### src/rtl/fu_issue_sequencer.sv
// Issue-side sequencer: handshake in, drive function unit, capture, handshake out.
// Optional overflow trap enabled by defining FU_OVERFLOW_TRAP_EN.
module fu_issue_sequencer #(
   parameter int EXEC_CYCLES = 1
) (
   input  logic        clk,
   input  logic        rst_n,
   input  logic        OpValid,
   output logic        OpReady,
   input  logic [7:0]  OpCtl,
   input  logic [3:0]  OpCond,
   input  logic [31:0] OpA,
   input  logic [31:0] OpB,
   input  logic [4:0]  OpSh,
   input  logic [4:0]  OpDest,
   output logic [4:0]  FS,
   output logic [4:0]  SH,
   output logic [31:0] ABus,
   output logic [31:0] BBus,
   input  logic [31:0] F,
   input  logic        V,
   input  logic        C,
   input  logic        N,
   input  logic        Z,
   output logic        ResValid,
   input  logic        ResReady,
   output logic [31:0] Result,
   output logic [4:0]  ResDest,
   output logic [3:0]  Status,
   output logic        ErrIllegal,
   output logic        Skipped,
   output logic        Trap
);

   localparam logic [1:0] IDLE = 2'd0;
   localparam logic [1:0] EXEC = 2'd1;
   localparam logic [1:0] RESP = 2'd2;

   logic [1:0] state;
   logic [1:0] cnt;
   logic       set_flags;
   logic       no_write;
   logic       accept;
   logic       cond_ok;
   logic       illegal;
   logic       trap_hit;
   logic [4:0] fs_acc;

   assign OpReady  = (state == IDLE);
   assign ResValid = (state == RESP);
   assign accept   = OpValid && OpReady;

   always_comb begin
      cond_ok = 1'b0;
      case (OpCond)
         4'd0:    cond_ok = 1'b1;
         4'd1:    cond_ok = Status[0];
         4'd2:    cond_ok = !Status[0];
         4'd3:    cond_ok = Status[2];
         4'd4:    cond_ok = !Status[2];
         4'd5:    cond_ok = Status[1];
         4'd6:    cond_ok = !Status[1];
         4'd7:    cond_ok = Status[3];
         4'd8:    cond_ok = !Status[3];
         default: cond_ok = 1'b0;
      endcase
   end

   // codes 9..14 are reserved; 15 is a legal "never"
   assign illegal = ((OpCond >= 4'd9) && (OpCond <= 4'd14))
                 || (OpCtl[7] && (OpCtl[4:3] != 2'b00))
                 || (OpCtl[5] && !OpCtl[6]);

   assign fs_acc = OpCtl[7] ? {OpCtl[4:1], Status[2]} : OpCtl[4:0];

`ifdef FU_OVERFLOW_TRAP_EN
   assign trap_hit = (FS[4:3] == 2'b00) && set_flags && V;
`else
   assign trap_hit = 1'b0;
`endif

   always_ff @(posedge clk or negedge rst_n) begin
      if (!rst_n) begin
         state      <= IDLE;
         cnt        <= 2'd0;
         set_flags  <= 1'b0;
         no_write   <= 1'b0;
         FS         <= 5'd0;
         SH         <= 5'd0;
         ABus       <= 32'd0;
         BBus       <= 32'd0;
         Result     <= 32'd0;
         ResDest    <= 5'd0;
         Status     <= 4'd0;
         ErrIllegal <= 1'b0;
         Skipped    <= 1'b0;
      end else begin
         ErrIllegal <= 1'b0;
         Skipped    <= 1'b0;
         case (state)
            IDLE: begin
               if (accept) begin
                  if (illegal) begin
                     ErrIllegal <= 1'b1;
                  end else if (!cond_ok) begin
                     Skipped <= 1'b1;
                  end else begin
                     FS        <= fs_acc;
                     SH        <= OpSh;
                     ABus      <= OpA;
                     BBus      <= OpB;
                     ResDest   <= OpDest;
                     set_flags <= OpCtl[6];
                     no_write  <= OpCtl[5];
                     cnt       <= 2'(EXEC_CYCLES - 1);
                     state     <= EXEC;
                  end
               end
            end
            EXEC: begin
               if (cnt == 2'd0) begin
                  Result <= F;
                  if (set_flags) Status <= {V, C, N, Z};
                  if (no_write || trap_hit) state <= IDLE;
                  else                      state <= RESP;
               end else begin
                  cnt <= cnt - 2'd1;
               end
            end
            RESP: begin
               if (ResReady) state <= IDLE;
            end
            default: state <= IDLE;
         endcase
      end
   end

`ifdef FU_OVERFLOW_TRAP_EN
   always_ff @(posedge clk or negedge rst_n) begin
      if (!rst_n) Trap <= 1'b0;
      else        Trap <= (state == EXEC) && (cnt == 2'd0) && trap_hit;
   end
`else
   assign Trap = 1'b0;
`endif

endmodule
### config.mk
export PLATFORM = sky130hd
export DESIGN_NAME = fu_issue_sequencer
export DESIGN_NICKNAME = d
export VERILOG_FILES = /design/src/rtl/fu_issue_sequencer.sv
export SDC_FILE = /design/constraint.sdc
export NUM_CORES = 1
export LEC_CHECK = 0
export ABC_AREA = 0
export CAP_MARGIN = 30
export CORE_MARGIN = 1
export CORE_UTILIZATION = 37
export CTS_CLUSTER_DIAMETER = 30
export DETAILED_ROUTE_END_ITERATION = 6
export PLACE_DENSITY = 0.8
export SLEW_MARGIN = 20
export SYNTH_ARGS = -nofsm -noshare
export SYNTH_HDL_FRONTEND = slang
export SYNTH_SLANG_ARGS = --single-unit
export TNS_END_PERCENT = 5
### constraint.sdc
create_clock -name clk -period 2.25 [get_ports clk]
set_clock_uncertainty 0.2 [all_clocks]
set_input_delay 0.45 -clock clk [delete_from_list [all_inputs] [get_ports clk]]
set_output_delay 0.45 -clock clk [all_outputs]
set_load 0.1 [all_outputs]
==> flow_summary.yaml, run 1 <==
run_status:
  run_status: "finished clean"
worst_setup_path:
  setup.worst_path.end_class: "flip-flop"
  critical_path_peak_fanout: 24
  cp-start-kind: "flip-flop"
  crit_required_ns: 2.35
  reg2reg_slack_ns: 0.04
  path_class: "reg -> reg"
  reg2reg_from: "Status[0]"
  r2r_end: "ABus[29]"
  arrival_ns: 2.31
  reg2reg_depth: 5
clock_tree:
  path_clk_slew_ns: 0.05
  cts_tree: "built"
  h-tree-depth: 4
  clock_latency_ns: 0.42
  postCtsSetupBuffers: 0
  clock_sinks: 123
  cts_buffer_depth: 2
  cts_buffers: 17
  clockRootBuffer: "clkbuf_16"
grt:
  grt_remaining_overflow: 0
  grt_use_total: 0.192
  grt_max_degree: 65
  grt_pass1_wl_um: 20400
  antenna_found_initial: 0
  grt_pass1_vias: 3951
yosys:
  syn_avg_cell_area_um2: 13.9
  syn_inst: 359
  synth_top_cell_by_area: "dfrtp_1"
  yosys_warnings: 0
  yosysSeqAreaShare: 0.617
  netlist_area_um2: 4980
  syn-num-nets: 486
  synth_top_area_share: 0.617
  synth_seq_cells: 123
  synth.area.top_cells: "dfrtp_1 (62%), mux2_4 (17%), nand2_1 (7.5%)"
  ys_types: 32
cells_and_area:
  fin_util: 0.614
  final_area_um2: 8100
  nets: 751
  nFillCells: 1009
  drive_above_1_share: 0.413
  syn2layout_area_growth_pct: 62.4
  diodes: 0
  layout_commonest_cell: "buf_4"
  final_cell_mix: "buf_4 (130), clkdlybuf4s50_1 (121), dfrtp_1 (119)"
drt:
  wirelength_um: 12800
  viasPerCell: 4.54
  drtIter0Drc: 130
  firstDrtPassIters: 4
  antenna_left: 0
  vias: 3695
  post-route-drc-count: 0
  wl_per_cell_um: 15.7
timing:
  finalSetupViolCount: 0
  fmax_mhz: 452
  post-route-period-util: 0.984
  period_needed_ns: 2.21
  worst_slack_ns: 0.0355
  slew_violations: 0
  finalHoldViolCount: 0
  rsz0062_at_grt: "true"
placed_design:
  dp_slack_ns: -0.572
  portBuffers: 244
  place_hpwl_um: 9610
  place_congestion: 0.832
  placed_cell_area_um2: 7470
floorplan:
  core_um2: 13200
  die_area_um2: 13900
  initial_core_util: 0.378
  rows: 42
  die_width_um: 118
  die_h_um: 118
  ios: 246
hold_path:
  hold_class: "in -> async"
job:
  cap_violations: 0
## Yosys cell counts
| master | count |
|---|---|
| dfrtp_1 | 123 |
| nand2_1 | 100 |
| mux2_4 | 58 |
| mux2_2 | 29 |
| buf_6 | 7 |
| clkbuf_1 | 6 |
| inv_1 | 4 |
| nor2_1 | 3 |
| nor2b_1 | 3 |
| buf_2 | 2 |
| nand2b_1 | 2 |
| nor3b_1 | 2 |
| a211o_1 | 1 |
| a311oi_1 | 1 |
| a31oi_1 | 1 |
| and2_1 | 1 |
| buf_4 | 1 |
| conb_1 | 1 |
| ha_1 | 1 |
| mux2i_1 | 1 |
| nand3_1 | 1 |
| nand3b_1 | 1 |
| nand4_1 | 1 |
| nand4b_1 | 1 |
| nor4_1 | 1 |
| o21a_1 | 1 |
| o21ai_0 | 1 |
| o22ai_1 | 1 |
| o2bb2ai_1 | 1 |
| o311a_1 | 1 |
| or3_1 | 1 |
| or3b_2 | 1 |
## per-layer routing
metal | wire (um) | track usage | part of all wire | up-vias
met4 | 219 | 0.0753 | 0.017 | 0
met3 | 991 | 0.0804 | 0.078 | 19
met1 | 5150 | 0.219 | 0.40 | 1779
li1 | - | - | - | 1730
met5 | 0 | 0 | 0 | -
met2 | 6410 | 0.318 | 0.50 | 167
## per-stage QoR
| step | hold slack [ns] | setup TNS [ns] | std cells |
|---|---|---|---|
| floorplan | -0.0456 | -6.61 | 359 |
| global placement | 0.0653 | -41.45 | 780 |
| detailed placement | 0.0667 | -45.96 | 780 |
| CTS | 0.170 | 0 | 813 |
| global route | 0.189 | -0.00322 | 813 |
| finish | 0.181 | 0 | 813 |
## timing repair
action,4_1_cts,5_1_grt
setup endpoints to repair,81,20
resized for setup,6,1
pin swaps,0,0
hold buffers,1,0
endpoints found under the hold margin,123,0
## worst max-delay path, stage by stage (launching register included)
cell	delay, ns
dfrtp_4	0.48
mux2i_2	0.18
mux2_4	0.33
o311a_4	0.38
buf_12	0.20
mux2_4	0.31
## flip-flops by register name, summed over array words and instances (netlist names), 4 cells and up
| signal | flops |
|---|---|
| ResDest | 5 |
| Result | 32 |
| SH | 5 |
| ABus | 32 |
| FS | 5 |
| Status | 4 |
| BBus | 32 |
## cells by family after synthesis
kind of cell	count (synthesis)	synth area share
buf+inv	20	0.0269
mux	88	0.242
fa+ha+maj	1	0.00251
simple gates	118	0.0979
compound gates	8	0.0123
other cells	1	0.000752
flops	123	0.617
## how the worst max path moves through the flow
stage,start,endpoint,cells after the start
global route,Status[0],ABus[30],5
CTS,Status[1],ABus[30],5
finish,Status[0],ABus[29],5
global placement,OpCond[2],ABus[23],6
floorplan,Status[1],ABus[0],6
detailed placement,OpCond[2],ABus[28],6
## area by class of cell
type	count	area, um^2	share of cell area
Sequential cell	123	3090	0.381
Inverter	4	15.0	0.00185
Clock inverter	7	113	0.0139
Timing Repair Buffer	262	2360	0.292
Multi-Input combinational cell	216	1810	0.224
Clock buffer	25	485	0.0600
Tap cell	176	220	0.0272
Power of run 1 is not shown: default switching activity piles up to over one toggle a cycle in this logic, so the estimate is an artifact.
==> run 2, diff against run 1 <==
--- a/config.mk
+++ b/config.mk
@@ -11,7 +11,7 @@
 export CORE_UTILIZATION = 37
 export CTS_CLUSTER_DIAMETER = 30
 export DETAILED_ROUTE_END_ITERATION = 6
-export PLACE_DENSITY = 0.8
+export PLACE_DENSITY = 0.86
 export SLEW_MARGIN = 20
 export SYNTH_ARGS = -nofsm -noshare
 export SYNTH_HDL_FRONTEND = slang
==> flow_summary.yaml, run 2 (same netlist as run 1, synthesis figures left out) <==
timing:
  whs_ns: 0.251
  post-route-period-util: 0.988
  finalSetupViolCount: 0
  finalHoldViolCount: 0
  slew_violations: 0
  worst_slack_ns: 0.0276
  fmax_mhz: 450
  finalSetupTns_ns: 0
  rsz0062_at_grt: "true"
  period_needed_ns: 2.22
placed_design:
  place_congestion: 0.875
  place_hpwl_um: 9650
  portBuffers: 244
  dp_slack_ns: -0.628
floorplan:
  die_h_um: 118
  core_um2: 13200
  rows: 42
  die_width_um: 118
  die_area_um2: 13900
  ios: 246
  initial_core_util: 0.378
drt:
  viasPerCell: 4.67
  post-route-drc-count: 0
  vias: 3796
  wl_per_cell_um: 15.8
  antenna_left: 0
  firstDrtPassIters: 6
  drtIter0Drc: 164
  wirelength_um: 12900
clock_tree:
  clockRootBuffer: "clkbuf_16"
  cts_tree: "built"
  clock_sinks: 123
  h-tree-depth: 4
  cts_buffers: 17
  postCtsSetupBuffers: 0
  clock_latency_ns: 0.40
  cts_buffer_depth: 2
  path_clk_slew_ns: 0.05
worst_setup_path:
  crit_slowest_cell: "dfrtp_4"
  reg2reg_from: "Status[1]"
  setup.worst_path.end_class: "flip-flop"
  path_class: "reg -> reg"
  critical_path.max_stage_delay_ns: 0.48
  cp-start-kind: "flip-flop"
  cpMostUsedCell: "mux2_4"
  arrival_ns: 2.30
  crit_family: "multiplexers"
  r2r_end: "ABus[29]"
  cp_cell_sequence: "mux2i_2, mux2_4, o311a_4, buf_12, mux2_4"
  reg2reg_slack_ns: 0.03
  crit_buf_inv: 1
  critical_path_peak_fanout: 23
  crit_required_ns: 2.33
  reg2reg_depth: 5
cells_and_area:
  seqCellArea_um2: 3090
  final_cell_mix: "buf_4 (131), clkdlybuf4s50_1 (121), dfrtp_1 (119)"
  nFillCells: 1020
  layout_commonest_cell: "buf_4"
  nets: 753
  top_regs: "ABus (32), BBus (32), Result (32)"
  drive_above_1_share: 0.414
  syn2layout_area_growth_pct: 62.7
  multi_input_area_um2: 1810
  fin_util: 0.615
  diodes: 0
hold_path:
  holdPathStages: 1
  hp-start: "no_write"
  min_to: "state[1]"
  hold_class: "reg -> reg"
grt:
  grt_pass1_wl_um: 20500
  grt_pass1_vias: 4100
  grt_remaining_overflow: 0
  grt_max_degree: 54
  antenna_found_initial: 0
  grt_use_total: 0.190
job:
  cap_violations: 0
run_status:
  run_status: "finished clean"
## run 2: what timing repair did
| item | in CTS | in global routing |
|---|---|---|
| pin swaps | 1 | 1 |
| endpoints found under the setup margin | 81 | 80 |
| hold buffers | 1 | 0 |
| hold endpoints to repair | 22 | 0 |
| resized for setup | 7 | 1 |
| gates cloned | 0 | 0 |
## run 2: cell type report
| cell class | count | area share |
|---|---|---|
| Clock inverter | 8 | 0.0176 |
| Timing Repair Buffer | 264 | 0.293 |
| Multi-Input combinational cell | 216 | 0.223 |
| Clock buffer | 22 | 0.0572 |
| Sequential cell | 123 | 0.381 |
| Inverter | 4 | 0.00185 |
| Tap cell | 176 | 0.0272 |
## run 2: worst max path at each step
stage | slack [ns] | depth (start not counted) | start | end
2_1_floorplan | -0.12 | 6 | Status[1] | ABus[0]
3_5_place_dp | -0.63 | 6 | OpCond[2] | FS[2]
4_1_cts | -0.05 | 5 | Status[1] | ABus[29]
6_report | 0.03 | 5 | Status[1] | ABus[29]
3_3_place_gp | -0.57 | 6 | OpCond[2] | FS[2]
5_1_grt | -0.03 | 5 | Status[1] | ABus[28]
## run 2: through the flow
| step | std cells | area (um^2) |
|---|---|---|
| detailed placement | 782 | 7480 |
| finish | 813 | 8110 |
| CTS | 813 | 8110 |
| global placement | 782 | 7480 |
| global route | 813 | 8110 |
| floorplan | 359 | 5000 |
## run 2: routing by layer
layer | global-route usage | routed length, um | vias up
met5 | 0 | 0 | -
met3 | 0.0635 | 828 | 14
li1 | - | - | 1728
met1 | 0.216 | 5160 | 1897
met4 | 0.0585 | 156 | 0
met2 | 0.334 | 6730 | 157
Power of run 2 is left out for the same reason.
